$ cat src/rtl/lock_pkg.sv
// Shared types and constants for the combination-lock sequencing controller.
package lock_pkg;

   typedef enum logic [2:0] {
      ENTRY   = 3'd0,
      CLOSED  = 3'd1,
      OPEN    = 3'd2,
      PROG    = 3'd3,
      LOCKOUT = 3'd4
   } state_e;

   localparam logic [2:0] DISP_DIGIT  = 3'd0;
   localparam logic [2:0] DISP_CLOSED = 3'd1;
   localparam logic [2:0] DISP_OPEN   = 3'd2;
   localparam logic [2:0] DISP_LOCKED = 3'd3;
   localparam logic [2:0] DISP_PROG   = 3'd4;

   typedef logic [3:0] bcd_t;

   // Digit 0 of the code is the most significant nibble.
   localparam logic [23:0] DEFAULT_CODE = 24'h722297;

   function automatic logic isLegal(input bcd_t d);
      return d <= 4'd9;
   endfunction

   function automatic logic [2:0] dispFor(input state_e s);
      logic [2:0] m;
      case (s)
         CLOSED:  m = DISP_CLOSED;
         OPEN:    m = DISP_OPEN;
         PROG:    m = DISP_PROG;
         LOCKOUT: m = DISP_LOCKED;
         default: m = DISP_DIGIT;
      endcase
      return m;
   endfunction

endpackage

$ cat src/rtl/lock_code_store.sv
// Active code and programming shadow; commit copies the shadow, including any
// nibble written in the same cycle, into the active code in one edge.
module lock_code_store
   import lock_pkg::*;
#(
   parameter int NUM_DIGITS = 6,
   parameter logic [4*NUM_DIGITS-1:0] RESET_CODE = lock_pkg::DEFAULT_CODE,
   localparam int POS_W = (NUM_DIGITS > 1) ? $clog2(NUM_DIGITS) : 1
) (
   input  logic             clk,
   input  logic             reset,
   input  logic             wrEn_i,
   input  logic [POS_W-1:0] wrPos_i,
   input  bcd_t             wrData_i,
   input  logic             commit_i,
   input  logic [POS_W-1:0] rdPos_i,
   output bcd_t             codeDigit_o
);

   logic [4*NUM_DIGITS-1:0] code_q;
   logic [4*NUM_DIGITS-1:0] shadow_q;
   logic [4*NUM_DIGITS-1:0] shadow_d;

   always_comb begin
      shadow_d = shadow_q;
      for (int i = 0; i < NUM_DIGITS; i++) begin
         if (wrEn_i && (wrPos_i == POS_W'(i))) begin
            shadow_d[(NUM_DIGITS-1-i)*4 +: 4] = wrData_i;
         end
      end
   end

   always_comb begin
      codeDigit_o = '0;
      for (int i = 0; i < NUM_DIGITS; i++) begin
         if (rdPos_i == POS_W'(i)) begin
            codeDigit_o = code_q[(NUM_DIGITS-1-i)*4 +: 4];
         end
      end
   end

   always_ff @(posedge clk) begin
      if (reset) begin
         code_q   <= RESET_CODE;
         shadow_q <= RESET_CODE;
      end else begin
         shadow_q <= shadow_d;
         if (commit_i) begin
            code_q <= shadow_d;
         end
      end
   end

endmodule

$ cat src/rtl/lock_seq_ctrl.sv
// Sequencing controller: digit entry and compare, failure counting, timed
// lockout and code re-programming, with fully registered outputs.
module lock_seq_ctrl
   import lock_pkg::*;
#(
   parameter int NUM_DIGITS     = 6,
   parameter int MAX_FAILS      = 3,
   parameter int LOCKOUT_CYCLES = 16,
   parameter logic [4*NUM_DIGITS-1:0] DEFAULT_CODE = lock_pkg::DEFAULT_CODE,
   localparam int POS_W   = (NUM_DIGITS > 1) ? $clog2(NUM_DIGITS) : 1,
   localparam int FAIL_W  = $clog2(MAX_FAILS + 1),
   localparam int TIMER_W = $clog2(LOCKOUT_CYCLES + 1)
) (
   input  logic              clk,
   input  logic              reset,
   input  logic              digit_valid,
   input  logic [3:0]        digit,
   input  logic              clear,
   input  logic              prog_req,
   output logic [2:0]        disp_mode,
   output logic              unlocked,
   output logic              bad_digit,
   output logic [POS_W-1:0]  pos,
   output logic [FAIL_W-1:0] fail_cnt
);

   localparam logic [POS_W-1:0] LAST_POS = POS_W'(NUM_DIGITS - 1);

   state_e              state_q, state_d;
   logic [POS_W-1:0]    pos_q, pos_d;
   logic                mismatch_q, mismatch_d;
   logic [FAIL_W-1:0]   failCnt_q, failCnt_d;
   logic [TIMER_W-1:0]  timer_q, timer_d;
   logic [2:0]          dispMode_q;
   logic                unlocked_q;
   logic                badDigit_q, badDigit_d;

   logic wrEn;
   logic commit;
   logic legal;
   logic miss;
   bcd_t curDigit;

   lock_code_store #(
      .NUM_DIGITS (NUM_DIGITS),
      .RESET_CODE (DEFAULT_CODE)
   ) uCodeStore (
      .clk         (clk),
      .reset       (reset),
      .wrEn_i      (wrEn),
      .wrPos_i     (pos_q),
      .wrData_i    (digit),
      .commit_i    (commit),
      .rdPos_i     (pos_q),
      .codeDigit_o (curDigit)
   );

   assign legal = isLegal(digit);
   assign miss  = mismatch_q | ~legal | (digit != curDigit);

   always_comb begin
      state_d    = state_q;
      pos_d      = pos_q;
      mismatch_d = mismatch_q;
      failCnt_d  = failCnt_q;
      timer_d    = timer_q;
      badDigit_d = 1'b0;
      wrEn       = 1'b0;
      commit     = 1'b0;
      case (state_q)
         ENTRY: begin
            if (clear) begin
               pos_d      = '0;
               mismatch_d = 1'b0;
            end else if (digit_valid) begin
               badDigit_d = ~legal;
               if (pos_q == LAST_POS) begin
                  pos_d      = '0;
                  mismatch_d = 1'b0;
                  if (!miss) begin
                     state_d   = OPEN;
                     failCnt_d = '0;
                  end else if (int'(failCnt_q) + 1 < MAX_FAILS) begin
                     state_d   = CLOSED;
                     failCnt_d = failCnt_q + FAIL_W'(1);
                  end else begin
                     state_d   = LOCKOUT;
                     timer_d   = TIMER_W'(LOCKOUT_CYCLES - 1);
                     failCnt_d = FAIL_W'(MAX_FAILS);
                  end
               end else begin
                  pos_d      = pos_q + POS_W'(1);
                  mismatch_d = miss;
               end
            end
         end
         CLOSED: begin
            if (clear) begin
               state_d = ENTRY;
               pos_d   = '0;
            end
         end
         OPEN: begin
            if (clear) begin
               state_d = ENTRY;
               pos_d   = '0;
            end else if (prog_req) begin
               state_d = PROG;
               pos_d   = '0;
            end
         end
         PROG: begin
            // Abort keeps the active code; partial shadow contents are overwritten next time.
            if (clear) begin
               state_d = OPEN;
               pos_d   = '0;
            end else if (digit_valid) begin
               if (!legal) begin
                  badDigit_d = 1'b1;
               end else begin
                  wrEn = 1'b1;
                  if (pos_q == LAST_POS) begin
                     commit  = 1'b1;
                     state_d = OPEN;
                     pos_d   = '0;
                  end else begin
                     pos_d = pos_q + POS_W'(1);
                  end
               end
            end
         end
         LOCKOUT: begin
            if (timer_q == '0) begin
               state_d   = ENTRY;
               failCnt_d = '0;
               pos_d     = '0;
            end else begin
               timer_d = timer_q - TIMER_W'(1);
            end
         end
         default: begin
            state_d    = ENTRY;
            pos_d      = '0;
            mismatch_d = 1'b0;
         end
      endcase
   end

   always_ff @(posedge clk) begin
      if (reset) begin
         state_q    <= ENTRY;
         pos_q      <= '0;
         mismatch_q <= 1'b0;
         failCnt_q  <= '0;
         timer_q    <= '0;
         dispMode_q <= DISP_DIGIT;
         unlocked_q <= 1'b0;
         badDigit_q <= 1'b0;
      end else begin
         state_q    <= state_d;
         pos_q      <= pos_d;
         mismatch_q <= mismatch_d;
         failCnt_q  <= failCnt_d;
         timer_q    <= timer_d;
         dispMode_q <= dispFor(state_d);
         unlocked_q <= (state_d == OPEN) || (state_d == PROG);
         badDigit_q <= badDigit_d;
      end
   end

   assign disp_mode = dispMode_q;
   assign unlocked  = unlocked_q;
   assign bad_digit = badDigit_q;
   assign pos       = pos_q;
   assign fail_cnt  = failCnt_q;

endmodule
$ cat config.mk
export PLATFORM = sky130hd
export DESIGN_NAME = lock_seq_ctrl
export DESIGN_NICKNAME = d
export VERILOG_FILES = /design/src/rtl/lock_pkg.sv /design/src/rtl/lock_code_store.sv /design/src/rtl/lock_seq_ctrl.sv
export SDC_FILE = /design/constraint.sdc
export NUM_CORES = 1
export LEC_CHECK = 0
export BUFFER_PORTS_ARGS = -buffer_cell sky130_fd_sc_hd__buf_4
export CORE_UTILIZATION = 57
export CTS_CLUSTER_DIAMETER = 50
export DETAILED_ROUTE_END_ITERATION = 7
export PLACE_DENSITY = 0.85
export SLEW_MARGIN = 20
export SYNTH_ARGS = -nofsm -noshare
export SYNTH_HDL_FRONTEND = slang
export SYNTH_SLANG_ARGS = --single-unit
export TNS_END_PERCENT = 5
$ cat constraint.sdc
create_clock -name clk -period 6.1 [get_ports clk]
set_input_delay 1.83 -clock clk [delete_from_list [all_inputs] [get_ports clk]]
set_output_delay 1.83 -clock clk [all_outputs]
set_load 0.05 [all_outputs]
==> results of run 1 <==
-- Yosys cell counts, types with 2 or more instances --
cell      count
dfxtp_1      63
nor2_1       51
nand2_1      24
mux2i_1      23
a21oi_1      17
a211oi_1     16
clkbuf_1     14
nand2b_1     14
inv_1        13
a211o_1       8
nand3_1       8
o21ai_0       7
buf_2         6
nor3_1        6
a31oi_1       4
and3_1        4
mux2_2        4
nor2b_1       4
nor3b_1       4
and2_1        3
o211ai_1      3
a21o_1        2
a221oi_2      2
a22oi_1       2
a32oi_1       2
buf_4         2
ha_1          2
nor4b_1       2
nor4bb_1      2
or2_0         2
-- power groups by stage --
| stage | sequential, mW | clock [mW] | combinational [mW] |
|---|---|---|---|
| global route | 0.418 | 0.376 | 0.0527 |
| floorplan | 0.425 | 0 | 0.0369 |
| global placement | 0.427 | 0 | 0.0471 |
| detailed placement | 0.427 | 0 | 0.0481 |
| finish | 0.418 | 0.354 | 0.0488 |
| CTS | 0.418 | 0.358 | 0.0483 |
-- kinds of logic after synthesis --
logic type	synth area share
muxes	0.09983
DFF	0.4176
buffers and inverters	0.05344
adders and majority gates	0.008284
AOI/OAI and AO/OA	0.1964
xor gates and xnor gates	0.002900
and+or+nand+nor	0.2216
-- state kept, by name, summed over array words and instances (netlist names) --
signal / count
bad_digit: 1
disp_mode: 3
fail_cnt: 2
mismatch_q: 1
pos: 3
state_q: 3
timer_q: 5
uCodeStore.code_q: 24
uCodeStore.shadow_q: 20
unlocked: 1
-- final timing paths --
kind                                      startpoint               endpoint  slack [ns]  cells past startpoint
worst max-delay path                        digit[1]  uCodeStore.code_q[15]        2.48                      6
worst min-delay path            uCodeStore.code_q[3]   uCodeStore.code_q[3]        0.46                      2
worst max register to register                pos[0]             timer_q[1]        2.59                      9
worst min register to register  uCodeStore.code_q[3]   uCodeStore.code_q[3]        0.46                      2
-- metal layers --
metal,vias up,wire (um),GRT usage
met2,82,3236,0.3854
met5,-,0,0
met1,1192,3012,0.3434
met3,13,344,0.07764
met4,0,121,0.1195
li1,1210,-,-
-- area by class of cell --
cell class,count,area [um2],share of cell area
clock buffers,12,145.1,0.04371
clock inverters,4,45.04,0.01356
inverters,13,48.80,0.01469
multi-input cells,240,1598,0.4812
flip-flops and latches,63,1261,0.3798
well taps,70,87.58,0.02638
repair buffers,18,135.1,0.04069
-- critical path, stage by stage --
cell and delay, ns:
buf_4 0.16, o21ai_1 0.33, and4_1 0.36, and3_1 0.83
nor2_1 0.10, a211oi_1 0.26
-- through the flow --
| step | instances | util |
|---|---|---|
| 2_1_floorplan | 340 | - |
| 3_3_place_gp | 404 | 0.6129 |
| 3_5_place_dp | 404 | 0.6129 |
| 4_1_cts | 420 | 0.6502 |
| 5_1_grt | 420 | 0.6502 |
| 6_report | 420 | 0.6502 |
==> results.toml, run 1 <==
[placed_design]
dp_slack_ns = 2.150
dpl_cell_area_um2 = 3131
gp_congestion = 0.8672
port_buffers = 18
hpwl_mm = 4.413

[pwr]
cellLeakagePower_nw = 1.277
power_frac_comb = 0.060
p_per_area_nw_per_um2 = 247.0
p_sw_uw = 189.8
p_clk_frac = 0.431
sw_frac_of_total = 0.2314
seq_power_share = 0.509
p_int_uw = 630.3
p_total_uw = 820.1
peakVddDrop_mv = 0.1175

[clock_tree]
cts_max_path_buffers = 2
clockRootBuffer = "clkbuf_8"
clk_pin_slew_ns = 0.06
post_cts_buffers = 0
cts.sinks = 63
cts_hold_buffers = 0
cts_tree = "done"
clk_latency_ns = 0.35
h-tree-depth = 3
cts-resized-gates = 0
cts_inserted_buffers = 9

[synthesis]
synth_area_um2 = 3020
ys_seq_area_frac = 0.4176
yosysTopAreaCell = "dfxtp_1"
synth_top_area_share = 0.4176
synth-edff-count = 0
netlist_instances = 340
avgSynthCellArea_um2 = 8.884
ys_async_sr_fraction = 0
ys_ff_latch = 63
syn_nets = 351
yosysWarnings = 0
ys.flop_type = "dfxtp_1"
synth_area_leaders = "dfxtp_1 42%, mux2i_1 7.6%, nor2_1 6.3%, a211oi_1 4.0%, nand2_1 3.0%"
synth_cell_types = 56

[timing]
min_period_ns = 3.618
fin_crit_sh = 0.5931
tns_ns = 0
setup_viol = 0
finalClockSkew_ns = 0.004552
setup_slack_ns = 2.482
fmax_mhz = 276.4
drv_slew = 0
tightest_slew_ns = 1.095
rsz0062_at_grt = "false"
slew_headroom = 0.2691
worst_hold_slack_ns = 0.4636
hold_violations = 0

[floorplanning]
die_w_um = 74.80
die_area_um2 = 5594
start_util = 0.5914
die_h_um = 74.80
core-area_um2 = 5107
row_count = 26
pin_count = 19

[critical_path]
critPathMaxFanout = 28
arrival_ns = 3.87
endpoint_kind = "flop"
worstSetupPathType = "in2reg"
crit_required_ns = 6.36
start_kind = "input port"

[route]
wl_per_cell_um = 15.99
drt_iter0_drc = 341
drtAntennaViolNets = 0
routed_via_density = 5.945
dr.pass1.iters = 5
dr_total_vias = 2497
route.detailed.drc = 0
routed_wl_mm = 6.714

[global_routing]
grt_max_degree = 62
first_global_vias = 2174
antenna_found_initial = 0
grt_pass1_wl_mm = 10.52
grt.overflow.total = 0
grt_use_total = 0.2582

[layout]
final_cell_mix = "63 x dfxtp_1, 51 x nor2_1, 24 x nand2_1"
drive_gt1_frac = 0.1400
final_common_cell = "dfxtp_1"
fill_cells = 413
num_antenna_cells = 0
final_area_um2 = 3321
finalNetCount = 356
area_delta_synth_final_pct = 9.942

[min_path]
holdCritPathClass = "reg2reg"

[outcome]
outcome = "completed"

[job]
drv_cap = 0
No activity file was read; power rests on OpenSTA's default activity.
==> run 2: changes to the inputs <==
--- a/config.mk
+++ b/config.mk
@@ -6,10 +6,10 @@
 export NUM_CORES = 1
 export LEC_CHECK = 0
 export BUFFER_PORTS_ARGS = -buffer_cell sky130_fd_sc_hd__buf_4
-export CORE_UTILIZATION = 57
+export CORE_UTILIZATION = 54
 export CTS_CLUSTER_DIAMETER = 50
 export DETAILED_ROUTE_END_ITERATION = 7
-export PLACE_DENSITY = 0.85
+export PLACE_DENSITY = 0.84
 export SLEW_MARGIN = 20
 export SYNTH_ARGS = -nofsm -noshare
 export SYNTH_HDL_FRONTEND = slang
==> constraint.sdc (replaced) <==
create_clock -name clk -period 3.3 [get_ports clk]
set_input_delay 0.99 -clock clk [delete_from_list [all_inputs] [get_ports clk]]
set_output_delay 0.99 -clock clk [all_outputs]
set_load 0.05 [all_outputs]
==> results.toml, run 2 (synthesized netlist as in run 1, its figures left out) <==
[route]
drtAntennaViolNets = 0
wl_per_cell_um = 16.41
routed_via_density = 5.893
route.detailed.drc = 0
drt_iter0_drc = 314
dr_total_vias = 2522
routed_wl_mm = 7.025
dr.pass1.iters = 5

[placed_design]
port_buffers = 18
dp_slack_ns = 0.3516
hpwl_mm = 4.606
dpl_cell_area_um2 = 3203
gp_congestion = 0.8484

[critical_path]
worstSetupPathType = "reg2reg"
arrival_ns = 2.91
reg2regPathDepth = 9
crit_required_ns = 3.51
timing.rr.end = "disp_mode[0]"
start_kind = "flop"
endpoint_kind = "flop"
reg2reg_slack_ns = 0.59
critPathMaxFanout = 8
reg2reg_from = "pos[0]"

[layout]
final_common_cell = "dfxtp_1"
regMostFlops = "uCodeStore.code_q"
finalNetCount = 364
area.sequential_um2 = 1261
fill_cells = 406
largestRegisters = "uCodeStore.code_q: 24 flops, uCodeStore.shadow_q: 20 flops, timer_q: 5 flops"
largest_register_ffs = 24
final_cell_mix = "63 x dfxtp_1, 51 x nor2_1, 25 x buf_4"
fin_util = 0.6603
drive_gt1_frac = 0.1648
final_area_um2 = 3458
num_antenna_cells = 0
multi_input_area_um2 = 1598
area_delta_synth_final_pct = 14.50

[global_routing]
first_global_vias = 2352
grt.overflow.total = 0
grt_pass1_wl_mm = 11.48
grt_use_total = 0.2524
grt_max_degree = 62
antenna_found_initial = 0

[timing]
fmax_mhz = 369.5
fin_crit_sh = 0.8201
finalClockSkew_ns = 0.007488
tightest_slew_ns = 0.6227
hold_violations = 0
slew_headroom = 0.5849
drv_slew = 0
tns_ns = 0
min_period_ns = 2.706
setup_viol = 0
setup_slack_ns = 0.5936
rsz0062_at_grt = "false"

[clock_tree]
cts.sinks = 63
clk_pin_slew_ns = 0.07
cts_inserted_buffers = 9
cts_hold_buffers = 0
post_cts_buffers = 0
cts_tree = "done"
clockRootBuffer = "clkbuf_8"
cts-resized-gates = 0
cts_max_path_buffers = 2
h-tree-depth = 3
clk_latency_ns = 0.35

[floorplanning]
pin_count = 19
row_count = 26
die_h_um = 76.79
start_util = 0.5767
die_area_um2 = 5897
die_w_um = 76.79
core-area_um2 = 5238

[pwr]
cellLeakagePower_nw = 1.352
peakVddDrop_mv = 0.3575
p_per_area_nw_per_um2 = 496.7
p_total_mw = 1.718

[outcome]
outcome = "completed"

[min_path]
hold-path-endpoint = "uCodeStore.code_q[0]"
hold_start = "uCodeStore.code_q[0]"
holdCritPathClass = "reg2reg"
holdPathStages = 2

[job]
drv_cap = 0
==> run 2: cell count changes in the layout (fill, tap and decap cells not counted), sizes merged <==
cell / change
clkbuf: -1
buf: +8
bufinv: +2
clkinv: -1
==> run 2: worst max-delay path by stage <==
stage	start	slack, ns	cells past startpoint	end
global placement	digit[1]	0.41	8	uCodeStore.code_q[20]
detailed placement	digit[1]	0.35	8	disp_mode[0]
finish	pos[0]	0.59	9	disp_mode[0]
global route	pos[0]	0.46	9	disp_mode[0]
CTS	pos[0]	0.64	8	timer_q[1]
floorplan	pos[0]	0.16	13	timer_q[1]
==> run 2: routing by layer <==
| layer | vias up | global-route usage | routed length (um) |
|---|---|---|---|
| li1 | 1227 | - | - |
| met1 | 1211 | 0.3254 | 3233 |
| met2 | 72 | 0.3884 | 3217 |
| met3 | 12 | 0.07381 | 456 |
| met4 | 0 | 0.1115 | 118 |
| met5 | - | 0 | 0 |
==> run 2: through the flow <==
stage | std cells | hold slack [ns]
floorplan | 340 | 0.4171
global placement | 412 | 0.4269
detailed placement | 412 | 0.4317
CTS | 428 | 0.4410
global route | 428 | 0.4559
finish | 428 | 0.4408
==> run 2: report_power, final <==
| part | total, mW | internal [mW] | switching, mW |
|---|---|---|---|
| sequential | 0.765 | 0.762 | 0.00292 |
| combinational | 0.103 | 0.0404 | 0.0624 |
| clock | 0.850 | 0.543 | 0.307 |
| total | 1.72 | 1.35 | 0.372 |
==> run 2: cell type report <==
class	instances	area share
clock buffer	11	0.04378
multi-input combinational	240	0.4620
inverter	13	0.01411
tap	70	0.02533
sequential	63	0.3647
clock inverter	5	0.03003
timing repair buffer	26	0.06006
==> run 2: worst max-delay path: stages, from the launching register on <==
cell and delay, ns:
dfxtp_1 0.50, and2_1 0.18, ha_1 0.37, nand2b_1 0.09, mux2i_1 0.28, a21oi_1 0.12
a2111oi_4 0.46, nand2_1 0.18, a21oi_4 0.26, a211oi_1 0.12
==> run 3: changes to the inputs <==
--- a/config.mk
+++ b/config.mk
@@ -5,6 +5,7 @@
 export SDC_FILE = /design/constraint.sdc
 export NUM_CORES = 1
 export LEC_CHECK = 0
+export ABC_AREA = 1
 export BUFFER_PORTS_ARGS = -buffer_cell sky130_fd_sc_hd__buf_4
 export CORE_UTILIZATION = 54
 export CTS_CLUSTER_DIAMETER = 50
==> constraint.sdc (replaced) <==
create_clock -name clk -period 2.15 [get_ports clk]
set_input_delay 0.645 -clock clk [delete_from_list [all_inputs] [get_ports clk]]
set_output_delay 0.645 -clock clk [all_outputs]
set_load 0.05 [all_outputs]
==> results.toml, run 3 <==
[outcome]
outcome = "completed"

[floorplanning]
start_util = 0.5628
die_w_um = 75.19
row_count = 26
pin_count = 19
die_area_um2 = 5654
core-area_um2 = 5140
die_h_um = 75.19

[synthesis]
netlist_top_cells_count = "91 x nand2_1, 63 x dfxtp_1, 63 x nor2_1, 51 x a21oi_1, 48 x inv_1"
synth_cell_types = 33
yosysTopAreaCell = "dfxtp_1"
synth_top_area_share = 0.4360
netlist_instances = 418
ys_seq_area_frac = 0.4360
syn_nets = 429
synth_area_um2 = 2893
synth_area_leaders = "dfxtp_1 44%, nand2_1 12%, a21oi_1 8.8%, nor2_1 8.2%, inv_1 6.2%"
ys.flop_type = "dfxtp_1"
ys_ff_latch = 63
synth-edff-count = 0
yosysMostFrequentCell = "nand2_1"
ys_async_sr_fraction = 0
avgSynthCellArea_um2 = 6.921
yosysWarnings = 0

[clock_tree]
cts_max_path_buffers = 2
cts_hold_buffers = 0
cts_inserted_buffers = 9
cts.sinks = 63
h-tree-depth = 3
cts_tree = "done"
clk_latency_ns = 0.35
clk_pin_slew_ns = 0.07
clockRootBuffer = "clkbuf_8"

[global_routing]
first_global_vias = 2460
grt_max_degree = 28
grt_pass1_wl_mm = 11.14
grt.overflow.total = 0
antenna_found_initial = 0
grt_use_total = 0.2672

[timing]
tns_ns = 0
fmax_mhz = 479.3
rsz0062_at_grt = "true"
hold_violations = 0
min_period_ns = 2.087
worst_hold_slack_ns = 0.4399
setup_viol = 0
setup_slack_ns = 0.06348
drv_slew = 0
fin_crit_sh = 0.9705
tightest_slew_ns = 0.5498
finalClockSkew_ns = 0.008107
slew_headroom = 0.6331

[route]
route.detailed.drc = 0
dr_total_vias = 2849
routed_via_density = 5.386
route.met2.wl_mm = 3.415
top_layer = "met4"
wl_met1_mm = 3.288
routed_wl_mm = 7.388
drtAntennaViolNets = 0
drt_iter0_drc = 317
route.met3.wl_um = 456
dr.pass1.iters = 5
wl_per_cell_um = 13.97

[critical_path]
start_kind = "flop"
critPathMaxStageDelay_ns = 0.37
worstSetupPathType = "reg2reg"
cp_slowest_cell = "dfxtp_4"
cpMostUsedCell = "nand2_1"
crit_required_ns = 2.39
critPathMaxFanout = 9
path_cells = "buf_4, nor3_4, buf_12, a21oi_1, nand2_1, nand2_1, nand2_1, nand2_2, nor2_4, nand4_1, nand2_4, inv_4, o21ai_0, a21oi_1"
endpoint_kind = "flop"
arrival_ns = 2.32

[layout]
finalNetCount = 466
regMostFlops = "uCodeStore.code_q"
largest_register_ffs = 24
area_delta_synth_final_pct = 23.44
num_antenna_cells = 0
fin_cells = 529
largestRegisters = "uCodeStore.code_q: 24 flops, uCodeStore.shadow_q: 20 flops, timer_q: 5 flops"
final_common_cell = "nand2_1"
drive_gt1_frac = 0.1917
final_cell_mix = "86 x nand2_1, 61 x nor2_1, 60 x dfxtp_1"

[job]
drv_cap = 0

[pwr]
p_total_mw = 2.551
p_per_area_nw_per_um2 = 714.3
peakVddDrop_mv = 0.4795
cellLeakagePower_nw = 1.636

[placed_design]
dp_slack_ns = -0.06982
gp_congestion = 0.9190
dp.cells = 508
hpwl_mm = 4.789
port_buffers = 18

[min_path]
holdCritPathClass = "reg2reg"
==> run 3: cell types whose count changed after synthesis, moves of 6 or more <==
cell,delta
a211o_1,-8
a211oi_1,-15
a21oi_1,+34
clkbuf_1,-6
inv_1,+35
inv_2,+7
mux2i_1,-23
nand2_1,+67
nand2b_1,-14
nand3_1,+8
nor2_1,+12
o211ai_1,+9
o21ai_0,+14
==> run 3: cell families after synthesis <==
family / count (synthesis) / synth area share
AO/OA/AOI/OAI: 92 / 0.1752
XOR/XNOR: 3 / 0.009085
adder cells (fa/ha/maj): 2 / 0.008649
buffers and inverters: 69 / 0.09342
flip-flops: 63 / 0.4360
AND/OR/NAND/NOR: 189 / 0.2777
==> run 3: per-layer routing <==
layer  global-route usage  vias up
met2               0.4134      114
met4               0.1523        0
met1               0.3555     1293
met5                    0        -
met3              0.04284       20
li1                     -     1422
==> run 3: power breakdown <==
group          internal (mW)  switching (mW)
Sequential              1.17          0.0103
Combinational          0.102           0.186
Clock                  0.627           0.452
==> run 3: path summary, 6_finish.rpt <==
kind | slack [ns] | cells past startpoint | end | startpoint
hold reg to reg | 0.44 | 2 | uCodeStore.shadow_q[22] | uCodeStore.shadow_q[22]
hold / removal | 0.44 | 2 | uCodeStore.shadow_q[22] | uCodeStore.shadow_q[22]
setup / recovery | 0.06 | 14 | timer_q[0] | pos[1]
setup reg to reg | 0.06 | 14 | timer_q[0] | pos[1]
==> run 3: critical path: cells and delay by family, from the launching register on <==
family / cells / cell delay, ns
buffers and inverters: 3 / 0.37
AND/OR/NAND/NOR: 8 / 0.99
flip-flops: 1 / 0.37
AO/OA/AOI/OAI: 3 / 0.23
==> run 3: area by class of cell <==
cell class	instances	area [um2]
timing repair buffer	39	334.1
tap	70	87.58
clock buffer	12	166.4
clock inverter	3	40.04
sequential	63	1272
multi-input combinational	286	1453
inverter	56	217.7
fill	430	1569
==> run 3: what timing repair did <==
| item | 4_1_cts | 5_1_grt |
|---|---|---|
| pin swaps | 0 | 8 |
| gates cloned | 0 | 0 |
| gates resized for setup | 1 | 28 |
| buffers inserted | 0 | 6 |
| setup endpoints to repair | 8 | 18 |
==> run 3: per-stage QoR <==
step | util | area, um2
2_1_floorplan | - | 2903
3_3_place_gp | 0.6205 | 3189
3_5_place_dp | 0.6205 | 3189
4_1_cts | 0.6611 | 3398
5_1_grt | 0.6947 | 3571
6_report | 0.6947 | 3571
